## src/rtl/fetch_pc_f_if.sv

```systemverilog
// Fetch-stage bus: redirect and stall inputs from D and the hazard unit, fetch address, IF/ID outputs.
// exc_D exists only when FETCH_ADDR_EXC_EN is defined.
interface fetch_pc_f_if;
   logic        stall;
   logic [31:0] instr_F;
   logic        br_taken_D;
   logic [15:0] imm16_D;
   logic        j_en_D;
   logic [25:0] index26_D;
   logic        jr_en_D;
   logic [31:0] jr_target_D;
   logic [31:0] pc_F;
   logic [31:0] instr_D;
   logic [31:0] pc_D;
   logic [31:0] pc8_D;
`ifdef FETCH_ADDR_EXC_EN
   logic        exc_D;
`endif

   modport master (
      input  stall, instr_F, br_taken_D, imm16_D, j_en_D, index26_D, jr_en_D, jr_target_D,
`ifdef FETCH_ADDR_EXC_EN
      output exc_D,
`endif
      output pc_F, instr_D, pc_D, pc8_D
   );

   modport slave (
      output stall, instr_F, br_taken_D, imm16_D, j_en_D, index26_D, jr_en_D, jr_target_D,
`ifdef FETCH_ADDR_EXC_EN
      input  exc_D,
`endif
      input  pc_F, instr_D, pc_D, pc8_D
   );
endinterface

```

## src/rtl/fetch_pc_f.sv

```systemverilog
// Fetch sequencer: architectural PC, next-PC select with delay-slot semantics, IF/ID register.
// FETCH_ADDR_EXC_EN adds a fetch-address fault check that nops the instruction and raises exc_D.
module fetch_pc_f #(
   parameter logic [31:0] RESET_PC   = 32'h0000_0000,
   parameter int          IMEM_WORDS = 4096
) (
   input logic           clk,
   input logic           reset,
   fetch_pc_f_if.master  bus
);
   typedef struct packed {
      logic [31:0] instr;
      logic [31:0] pc;
      logic [31:0] pc8;
   } ifid_t;

   logic [31:0] pc_q, pc_next, br_target, j_target;
   ifid_t       ifid_q, ifid_d;

   // Branch and jump targets come from the D-stage PC, not the delay-slot PC in F.
   always_comb begin
      br_target = ifid_q.pc + 32'd4 + {{14{bus.imm16_D[15]}}, bus.imm16_D, 2'b00};
      j_target  = {ifid_q.pc[31:28], bus.index26_D, 2'b00};
      pc_next   = pc_q + 32'd4;
      if (bus.jr_en_D)         pc_next = bus.jr_target_D;
      else if (bus.j_en_D)     pc_next = j_target;
      else if (bus.br_taken_D) pc_next = br_target;
   end

`ifdef FETCH_ADDR_EXC_EN
   localparam logic [32:0] IMEM_BYTES = 33'(IMEM_WORDS) * 33'd4;
   logic [31:0] pc_off;
   logic        fault, exc_q;

   assign pc_off = pc_q - RESET_PC;
   assign fault  = (pc_q[1:0] != 2'b00) || ({1'b0, pc_off} >= IMEM_BYTES);

   always_comb begin
      ifid_d.instr = fault ? 32'd0 : bus.instr_F;
      ifid_d.pc    = pc_q;
      ifid_d.pc8   = pc_q + 32'd8;
   end

   always_ff @(posedge clk or posedge reset) begin
      if (reset)           exc_q <= 1'b0;
      else if (!bus.stall) exc_q <= fault;
   end

   assign bus.exc_D = exc_q;
`else
   always_comb begin
      ifid_d.instr = bus.instr_F;
      ifid_d.pc    = pc_q;
      ifid_d.pc8   = pc_q + 32'd8;
   end
`endif

   // Stall freezes everything; redirects seen during stall are simply not applied.
   always_ff @(posedge clk or posedge reset) begin
      if (reset) begin
         pc_q         <= RESET_PC;
         ifid_q.instr <= 32'd0;
         ifid_q.pc    <= RESET_PC;
         ifid_q.pc8   <= RESET_PC + 32'd8;
      end else if (!bus.stall) begin
         pc_q   <= pc_next;
         ifid_q <= ifid_d;
      end
   end

   assign bus.pc_F    = pc_q;
   assign bus.instr_D = ifid_q.instr;
   assign bus.pc_D    = ifid_q.pc;
   assign bus.pc8_D   = ifid_q.pc8;
endmodule

```

## src/flat_wrapper.sv

```systemverilog
// flat-port wrapper written by rule: the top's interface ports become plain ports
module fetch_pc_f_flat 
#(
   parameter logic [31:0] RESET_PC   = 32'h0000_0000,
   parameter int          IMEM_WORDS = 4096
)
  (clk, reset, bus_stall, bus_instr_F, bus_br_taken_D, bus_imm16_D, bus_j_en_D, bus_index26_D, bus_jr_en_D, bus_jr_target_D, bus_pc_F, bus_instr_D, bus_pc_D, bus_pc8_D);
  fetch_pc_f_if bus_i ();
  input logic clk;
  input logic reset;
  input wire logic [$bits(bus_i.stall)-1:0] bus_stall;
  input wire logic [$bits(bus_i.instr_F)-1:0] bus_instr_F;
  input wire logic [$bits(bus_i.br_taken_D)-1:0] bus_br_taken_D;
  input wire logic [$bits(bus_i.imm16_D)-1:0] bus_imm16_D;
  input wire logic [$bits(bus_i.j_en_D)-1:0] bus_j_en_D;
  input wire logic [$bits(bus_i.index26_D)-1:0] bus_index26_D;
  input wire logic [$bits(bus_i.jr_en_D)-1:0] bus_jr_en_D;
  input wire logic [$bits(bus_i.jr_target_D)-1:0] bus_jr_target_D;
  output wire logic [$bits(bus_i.pc_F)-1:0] bus_pc_F;
  output wire logic [$bits(bus_i.instr_D)-1:0] bus_instr_D;
  output wire logic [$bits(bus_i.pc_D)-1:0] bus_pc_D;
  output wire logic [$bits(bus_i.pc8_D)-1:0] bus_pc8_D;
  assign bus_i.stall = bus_stall;
  assign bus_i.instr_F = bus_instr_F;
  assign bus_i.br_taken_D = bus_br_taken_D;
  assign bus_i.imm16_D = bus_imm16_D;
  assign bus_i.j_en_D = bus_j_en_D;
  assign bus_i.index26_D = bus_index26_D;
  assign bus_i.jr_en_D = bus_jr_en_D;
  assign bus_i.jr_target_D = bus_jr_target_D;
  assign bus_pc_F = bus_i.pc_F;
  assign bus_instr_D = bus_i.instr_D;
  assign bus_pc_D = bus_i.pc_D;
  assign bus_pc8_D = bus_i.pc8_D;
  fetch_pc_f #(.RESET_PC(RESET_PC), .IMEM_WORDS(IMEM_WORDS)) u_core (.clk(clk), .reset(reset), .bus(bus_i));
endmodule
```

## config.mk

```make
export PLATFORM = sky130hd
export DESIGN_NAME = fetch_pc_f_flat
export DESIGN_NICKNAME = d
export VERILOG_FILES = /design/src/rtl/fetch_pc_f_if.sv /design/src/rtl/fetch_pc_f.sv /design/src/flat_wrapper.sv
export SDC_FILE = /design/constraint.sdc
export NUM_CORES = 1
export LEC_CHECK = 0
export ABC_AREA = 1
export BUFFER_PORTS_ARGS = -buffer_cell sky130_fd_sc_hd__buf_2
export CORE_ASPECT_RATIO = 1.75
export CORE_MARGIN = 2
export CORE_UTILIZATION = 33
export CTS_BUF_LIST = sky130_fd_sc_hd__clkbuf_4 sky130_fd_sc_hd__clkbuf_8
export DETAILED_ROUTE_END_ITERATION = 16
export GPL_TIMING_DRIVEN = 1
export SYNTH_ARGS = -nofsm -noshare
export SYNTH_HDL_FRONTEND = slang
export SYNTH_SLANG_ARGS = --single-unit
```

## constraint.sdc

```tcl
create_clock -name clk -period 4.6 [get_ports clk]
set_input_delay 0.69 -clock clk [delete_from_list [all_inputs] [get_ports clk]]
set_output_delay 0.69 -clock clk [all_outputs]
set_load 0.03 [all_outputs]
```

# == Word-level counts from Yosys, hierarchy flattened ==
# Cells that the tools add are included.
# totals
word_cells,11
input_bits,112
output_inout_bits,128
ff_bits,128
# op_classes
n_addsub,4
mux,3
# ops
op,count
2-to-1 mux 32 bit,3
"adder 32 x 3 -> 32 bit, second input constant",2
adder 32 bit,1
"adder 32 x 4 -> 32 bit, second input constant",1

# == Depth between registers and ports, before layout ==
# Gate-level depths: netlist of run 1.
# depth
ltp_word,5
mapped_depth,16

# == Least setup slack after synthesis of run 1 ==
# No wires, ideal clock.
# synth_timing
path_type,input to register
startpoint,input bus_imm16_D[1]
endpoint,register u_core.pc_q[11] (netlist: u_core.bus.pc_F[11])
t_required_ns,4.465
path_stages,12
setup_time_ns,0.135
slack_ns,2.101
n_path_buf,0
t_arrival_ns,2.364
path_cell_list,ha_1 > ha_1 > fa_1 > nand3_1 > nand3_1 > nand2_1 > nand3_1 > xor2_1 > nand2_1 > nand3_1 > nand2_1 > o21ai_0
# synth_via
elab_chain_cells,4
# synth_lines
element,line_no,source
start: declaration,flat_wrapper.sv:14,input wire logic [$bits(bus_i.imm16_D)-1:0] bus_imm16_D;
adder 32 bit,fetch_pc_f.sv:22,"br_target = ifid_q.pc + 32'd4 + {{14{bus.imm16_D[15]}}, bus.imm16_D, 2'b00};"
2-to-1 mux 32 bit,fetch_pc_f.sv:27,else if (bus.br_taken_D) pc_next = br_target;
2-to-1 mux 32 bit,fetch_pc_f.sv:26,else if (bus.j_en_D) pc_next = j_target;
2-to-1 mux 32 bit,fetch_pc_f.sv:25,if (bus.jr_en_D) pc_next = bus.jr_target_D;
end signal: assignment,fetch_pc_f.sv:66,pc_q <= pc_next;
end: declaration,fetch_pc_f.sv:17,"logic [31:0] pc_q, pc_next, br_target, j_target;"
# No other way between the ends.
# A chain may end at the register's enable or synchronous reset.

# == Worst setup path after layout of run 1 ==
# layout_timing
startpoint,"register u_core.ifid_q, in the netlist u_core.bus.pc_D[3]"
endpoint,register u_core.pc_q[23] (netlist: u_core.bus.pc_F[23])
# layout_via
elab_chain_cells,5
# layout_lines
element,line_no,source
start: declaration,fetch_pc_f.sv:18,"ifid_t ifid_q, ifid_d;"
start signal: assignment,fetch_pc_f.sv:67,ifid_q <= ifid_d;
adder 32 x 3 -> 32 bit,fetch_pc_f.sv:22,
adder 32 bit,fetch_pc_f.sv:22,
2-to-1 mux 32 bit,fetch_pc_f.sv:27,
2-to-1 mux 32 bit,fetch_pc_f.sv:26,
2-to-1 mux 32 bit,fetch_pc_f.sv:25,
# No other way between the ends.

==> flow_summary.yaml, run 1 <==
outcome:
  status: "complete, no violations"
clock_network:
  cts_resized: 0
  root_buffer: "clkbuf_8"
  cts_buffer_depth: 2
  postCtsHoldBufs: 0
  clock_latency_ns: 0.49
  postCtsSetupBuffers: 0
  clkTransAtPathRegs_ns: 0.08
  cts_sinks: 125
  cts_inserted_buffers: 17
  cts_tree: "done"
  htree_num_levels: 4
timing:
  skew_ns: 0.0106
  slew_violations: 0
  worst_slew_pin_slew_ns: 0.778
  min_period_ns: 2.70
  slew_headroom: 0.481
  post-route-period-util: 0.587
  rsz0062_at_grt: "no"
  fin_setup_tns_ns: 0
  setup_slack_ns: 1.90
  fmax_mhz: 371
  hold_viol: 0
  finalSetupViolations: 0
setup_path:
  critPathKind: "reg2reg"
  r2r_slack_ns: 1.90
  r2r_cells: 13
  slowest_stage: "fa_1"
  critPathArrivalTime_ns: 3.08
  cp-end-kind: "flip-flop"
  crit_path_start_kind: "flip-flop"
  rr_endpoint: "u_core.bus.pc_F[23]"
  cp.required_ns: 4.98
  critPathMaxStageDelay_ns: 0.45
  critical_path.top_delay_family: "simple AND/OR/NAND/NOR gates"
  rr_startpoint: "u_core.bus.pc_D[3]"
  critPathBufInv: 0
  worstPathCellList: "ha_1 -> ha_1 -> fa_1 -> nand3_1 -> nand3_1 -> nand3_1 -> nand3_1 -> nand2_1 -> nand3b_1 -> nand3_1 -> nand2_1 -> nand2_1 -> nand2_1"
  crit_top_cell: "nand3_1"
  cp_max_fo: 4
detailed_routing:
  via_per_inst: 4.90
  ant_nets: 0
  drt_iter0_drc: 734
  first_pass_iters: 6
  num_vias: 9499
  drc: 0
  wl_um: 35500
  drt-wirelength-per-cell_um: 18.3
place:
  place_ws_ns: 1.41
  placed_cells: 1906
  gp_congestion: 0.997
  placed_area_sq_mm: 0.0107
  dp_hpwl_um: 28000
  port-buffer-count: 239
cells_and_area:
  nets: 1724
  stdcell_count: 1939
  drive_above_1_share: 0.221
  areaGrowthSynthToFinish_pct: 18.4
  fin_area_sq_mm: 0.0111
  final_core_util: 0.397
  final_cell_mix: "nand2_1, buf_2, inv_1"
  final_common_cell: "nand2_1"
floorplan:
  die_w_um: 131
  start_util: 0.336
  die_area_sq_mm: 0.0299
  top_level_ports: 240
  fp.dieH_um: 227
  core_sq_mm: 0.0280
  placementRows: 81
grt:
  antenna_found_initial: 1
  grt_usage: 0.241
  grt_pass1_vias: 9458
  grt_pass1_wl_um: 54100
  grt_max_degree: 71
  overflow: 0
pwr:
  p_per_area_mw_per_mm2: 375
  p_leak_nw: 6.10
  max-vdd-ir-drop_mv: 0.238
synth:
  syn-num-nets: 1536
  syn_inst: 1364
  synth_top_family_by_area: "simple AND/OR/NAND/NOR gates"
  synthMuxAreaShare: 0.00320
  synth-seq-cells: 125
  synthesis.area_sq_mm: 0.00939
  yosys.area_share.simple: 0.328
  synthAdderAreaFrac: 0.0808
  synth-compound-area-share: 0.118
  synth_warnings: 0
  syn_area_per_cell_sq_um: 6.88
  ys_seq_area_frac: 0.333
  synth_xor_area_frac: 0.0233
  synth.distinct_cells: 49
min_path:
  hp-class: "in2async"
run:
  maxCapViolations: 0
-- cell families (layout without fill, tap and decap cells) --
| logic type | after synthesis | after routing |
|---|---|---|
| buffers and inverters | 237 | 438 |
| AO/OA/AOI/OAI | 181 | 181 |
| adder cells (fa/ha/maj) | 60 | 60 |
| flip-flops | 125 | 125 |
| XOR/XNOR | 25 | 25 |
| other | 0 | 1 |
| multiplexers | 3 | 3 |
| AND/OR/NAND/NOR | 733 | 733 |
-- how the worst max path moves through the flow --
stage / startpoint / end / slack (ns) / cells after the start
finish: u_core.bus.pc_D[3] / u_core.bus.pc_F[23] / 1.90 / 13
floorplan: reset / u_core.bus.instr_D[0] / 0.58 / 1
CTS: u_core.bus.pc_D[3] / u_core.bus.pc_F[31] / 1.88 / 13
detailed placement: bus_imm16_D[15] / u_core.bus.pc_F[26] / 1.41 / 14
global placement: bus_imm16_D[15] / u_core.bus.pc_F[26] / 1.43 / 14
global route: u_core.bus.pc_D[3] / u_core.bus.pc_F[15] / 1.69 / 13
-- power by group --
| group | internal (mW) | switching, mW | total [mW] |
|---|---|---|---|
| Clock | 0.613 | 0.504 | 1.12 |
| Combinational | 0.493 | 1.15 | 1.64 |
| Sequential | 1.24 | 0.169 | 1.41 |
-- layer usage --
metal | track usage | up-vias | share of wire
met1 | 0.261 | 4340 | 0.38
met4 | 0.145 | 0 | 0.058
met2 | 0.438 | 338 | 0.52
met3 | 0.0423 | 90 | 0.048
li1 | - | 4731 | -
met5 | 0 | - | 0
-- sequential cells by signal, summed over array words and instances, names as in the netlist --
| register | count |
|---|---|
| u_core.bus.instr_D | 32 |
| u_core.bus.pc8_D | 32 |
| u_core.bus.pc_D | 29 |
| u_core.bus.pc_F | 32 |
-- synthesized netlist by cell type, drive strengths merged --
| cell | instances | area, sq um |
|---|---|---|
| o21ai | 77 | 385 |
| a221oi | 3 | 26.3 |
| xnor2 | 2 | 17.5 |
| and2 | 2 | 15.0 |
| a21oi | 51 | 255 |
| o221ai | 4 | 35.0 |
| dfrtp | 124 | 3100 |
| or2 | 2 | 12.5 |
| o211ai | 4 | 30.0 |
| o21bai | 2 | 15.0 |
| inv | 157 | 589 |
| buf | 50 | 348 |
| dfstp | 1 | 26.3 |
| fa | 1 | 20.0 |
| mux2i | 3 | 30.0 |
| a31oi | 7 | 43.8 |
| dlygate4sd1 | 1 | 8.76 |
| o31ai | 2 | 15.0 |
| o22ai | 5 | 31.3 |
| nor3 | 15 | 119 |
| a21boi | 1 | 7.51 |
| nor2 | 98 | 425 |
| a211oi | 2 | 15.0 |
| a21o | 1 | 7.51 |
| xor2 | 23 | 201 |
| clkbuf | 28 | 110 |
| a22oi | 2 | 15.0 |
| ha | 59 | 738 |
| nand3b | 9 | 67.6 |
| nand3 | 73 | 380 |
| nand4 | 11 | 68.8 |
| nand2 | 523 | 1990 |
| clkinv | 1 | 3.75 |
| o221a | 20 | 225 |
-- stage by stage --
step	hold WS (ns)	power (mW)
2_1_floorplan	0.465	2.54
3_3_place_gp	0.459	3.05
3_5_place_dp	0.459	3.06
4_1_cts	0.353	4.20
5_1_grt	0.365	4.43
6_report	0.354	4.17
-- cell type report --
class | instances | area [sq um]
multi-input combinational | 1002 | 5200
fill | 3074 | 16900
clock buffer | 19 | 255
timing repair buffer | 248 | 1280
inverter | 158 | 596
sequential | 125 | 3130
clock inverter | 13 | 189
antenna | 1 | 2.50
tap | 373 | 467
Power figures use the tool's default switching activity.
==> inputs of run 2 (changes only) <==
==> constraint.sdc (replaced) <==
create_clock -name clk -period 2.2 [get_ports clk]
set_input_delay 0.33 -clock clk [delete_from_list [all_inputs] [get_ports clk]]
set_output_delay 0.33 -clock clk [all_outputs]
set_load 0.03 [all_outputs]
==> run 2 against run 1 <==
  * Clock skew up 0.00095 ns
  * Core utilization increased by 8.2 points
  * Power is 140% higher
  * Global-route usage up 0.39 points
  * Clock power is 100% higher
  * Worst hold slack worse by 0.32 ns
  * Sequential share of layout area fell by 4.8 points
  * Maximum frequency grew 24%
  * Count of clock-buffer cells in the layout stayed put
  * Sequential power grew 110%
==> flow_summary.yaml, run 2 (synthesized netlist as in run 1, its figures left out) <==
detailed_routing:
  drt-wirelength-per-cell_um: 17.7
  first_pass_iters: 7
  wl_um: 36900
  wl_met3_um: 1610
  top_layer_used: "met4"
  ant_nets: 0
  via_per_inst: 4.90
  drc: 0
  wl_met2_um: 18600
  drt_iter0_drc: 701
  num_vias: 10200
  m1WireLength_um: 13900
min_path:
  hold_start: "bus_instr_F[6]"
  hold_end: "u_core.bus.instr_D[6]"
  hp-class: "in2reg"
  min_path_cells: 3
pwr:
  p_total_mw: 10.0
  p_leak_nw: 6.95
  max-vdd-ir-drop_mv: 0.495
  p_per_area_mw_per_mm2: 748
cells_and_area:
  final_common_cell: "nand2_1"
  nets: 1872
  fin_area_sq_mm: 0.0134
  drive_above_1_share: 0.391
  stdcell_count: 2087
  final_cell_mix: "nand2_1, buf_2, buf_4"
  register_area_sq_mm: 0.00314
  areaGrowthSynthToFinish_pct: 43.0
  multi_input_area_sq_mm: 0.00633
  n_fill_cell: 2897
  final_core_util: 0.480
clock_network:
  clock_latency_ns: 0.49
  htree_num_levels: 4
  cts_inserted_buffers: 17
  cts_buffer_depth: 2
  root_buffer: "clkbuf_8"
  cts_sinks: 125
  clkTransAtPathRegs_ns: 0.08
  cts_tree: "done"
setup_path:
  critPathKind: "reg2reg"
  r2r_slack_ns: 0.02
  cp.required_ns: 2.63
  rr_startpoint: "u_core.bus.pc_D[3]"
  r2r_cells: 14
  critical_path.top_delay_family: "simple AND/OR/NAND/NOR gates"
  cp-end-kind: "flip-flop"
  slowest_stage: "dfrtp_2"
  worstPathCellList: "ha_4 -> ha_4 -> fa_2 -> nand3_2 -> nand3_4 -> nand2_4 -> nand2_4 -> nand3_2 -> nand2_2 -> nand2_2 -> nand2_2 -> o21ai_2 -> nand2_1 -> nand2_1"
  critPathMaxStageDelay_ns: 0.43
  critPathArrivalTime_ns: 2.61
  rr_endpoint: "u_core.bus.pc_F[17]"
  crit_top_cell: "nand2_2"
  critPathBufInv: 0
  cp_max_fo: 4
  crit_path_start_kind: "flip-flop"
timing:
  skew_ns: 0.0116
  worst_slew_pin_slew_ns: 0.677
  post-route-period-util: 0.990
  slew_headroom: 0.548
  min_period_ns: 2.18
  rsz0062_at_grt: "yes"
  holdWs_ns: 0.0294
  setup_slack_ns: 0.0209
  slew_violations: 0
  hold_viol: 0
  finalSetupViolations: 0
  fmax_mhz: 459
  fin_setup_tns_ns: 0
floorplan:
  die_area_sq_mm: 0.0299
  start_util: 0.336
  placementRows: 81
  top_level_ports: 240
  core_sq_mm: 0.0280
  die_w_um: 131
  fp.dieH_um: 227
grt:
  antenna_found_initial: 1
  grt_usage: 0.245
  overflow: 0
  grt_max_degree: 139
  grt_pass1_wl_um: 55600
  grt_pass1_vias: 10300
place:
  place_ws_ns: -0.337
  placed_cells: 2041
  placed_area_sq_mm: 0.0117
  dp_hpwl_um: 29000
  port-buffer-count: 239
  gp_congestion: 0.959
outcome:
  status: "complete, no violations"
run:
  maxCapViolations: 0
==> run 2: cell types whose count changed in the layout (fill, tap and decap cells not counted), sizes merged <==
cell	before	now
inv	159	158
clkinvlp	2	6
buf	248	394
clkinv	6	4
clkbuf	19	20
dlygate4sd3	0	1
bufinv	4	3
==> run 2: cell type report <==
| type | instances | area share |
|---|---|---|
| well taps | 373 | 0.0348 |
| multi-input cells | 1002 | 0.472 |
| clock inverters | 13 | 0.0122 |
| flip-flops and latches | 125 | 0.234 |
| clock buffers | 19 | 0.0195 |
| inverters | 158 | 0.0445 |
| repair buffers | 396 | 0.183 |
| diodes | 1 | 0.000187 |
==> run 2: power by group <==
group          switching, mW  internal [mW]
Sequential             0.307           2.60
Clock                   1.06           1.18
Combinational           2.94           1.95
Total                   4.31           5.73
==> run 2: tightest hold or removal path, stage by stage <==
cell,delay [ns]
buf_2,0.07
nand2_1,0.04
nand2_1,0.04
==> run 2: worst max path at each step <==
stage	from	cells after the start	endpoint
after floorplan	u_core.bus.pc_D[3]	12	u_core.bus.pc_F[11]
after global placement	bus_imm16_D[7]	13	u_core.bus.pc_F[12]
after detailed placement	bus_imm16_D[15]	14	u_core.bus.pc_F[26]
after CTS	u_core.bus.pc_D[27]	14	u_core.bus.pc_F[29]
after global routing	u_core.bus.pc8_D[2]	15	u_core.bus.pc_F[23]
final	u_core.bus.pc_D[3]	14	u_core.bus.pc_F[17]
==> run 2: per-layer routing <==
metal / GRT usage / vias to the layer above
met1: 0.260 / 4725
met5: 0 / -
li1: - / 5008
met2: 0.433 / 363
met3: 0.0396 / 133
met4: 0.189 / 0
==> run 2: timing repair <==
item,4_1_cts,5_1_grt
buffers inserted,5,7
pin swaps,15,48
gates resized for setup,95,119
hold endpoints to repair,16,0
cloned,0,0
hold buffers,1,0
endpoints found under the setup margin,24,25
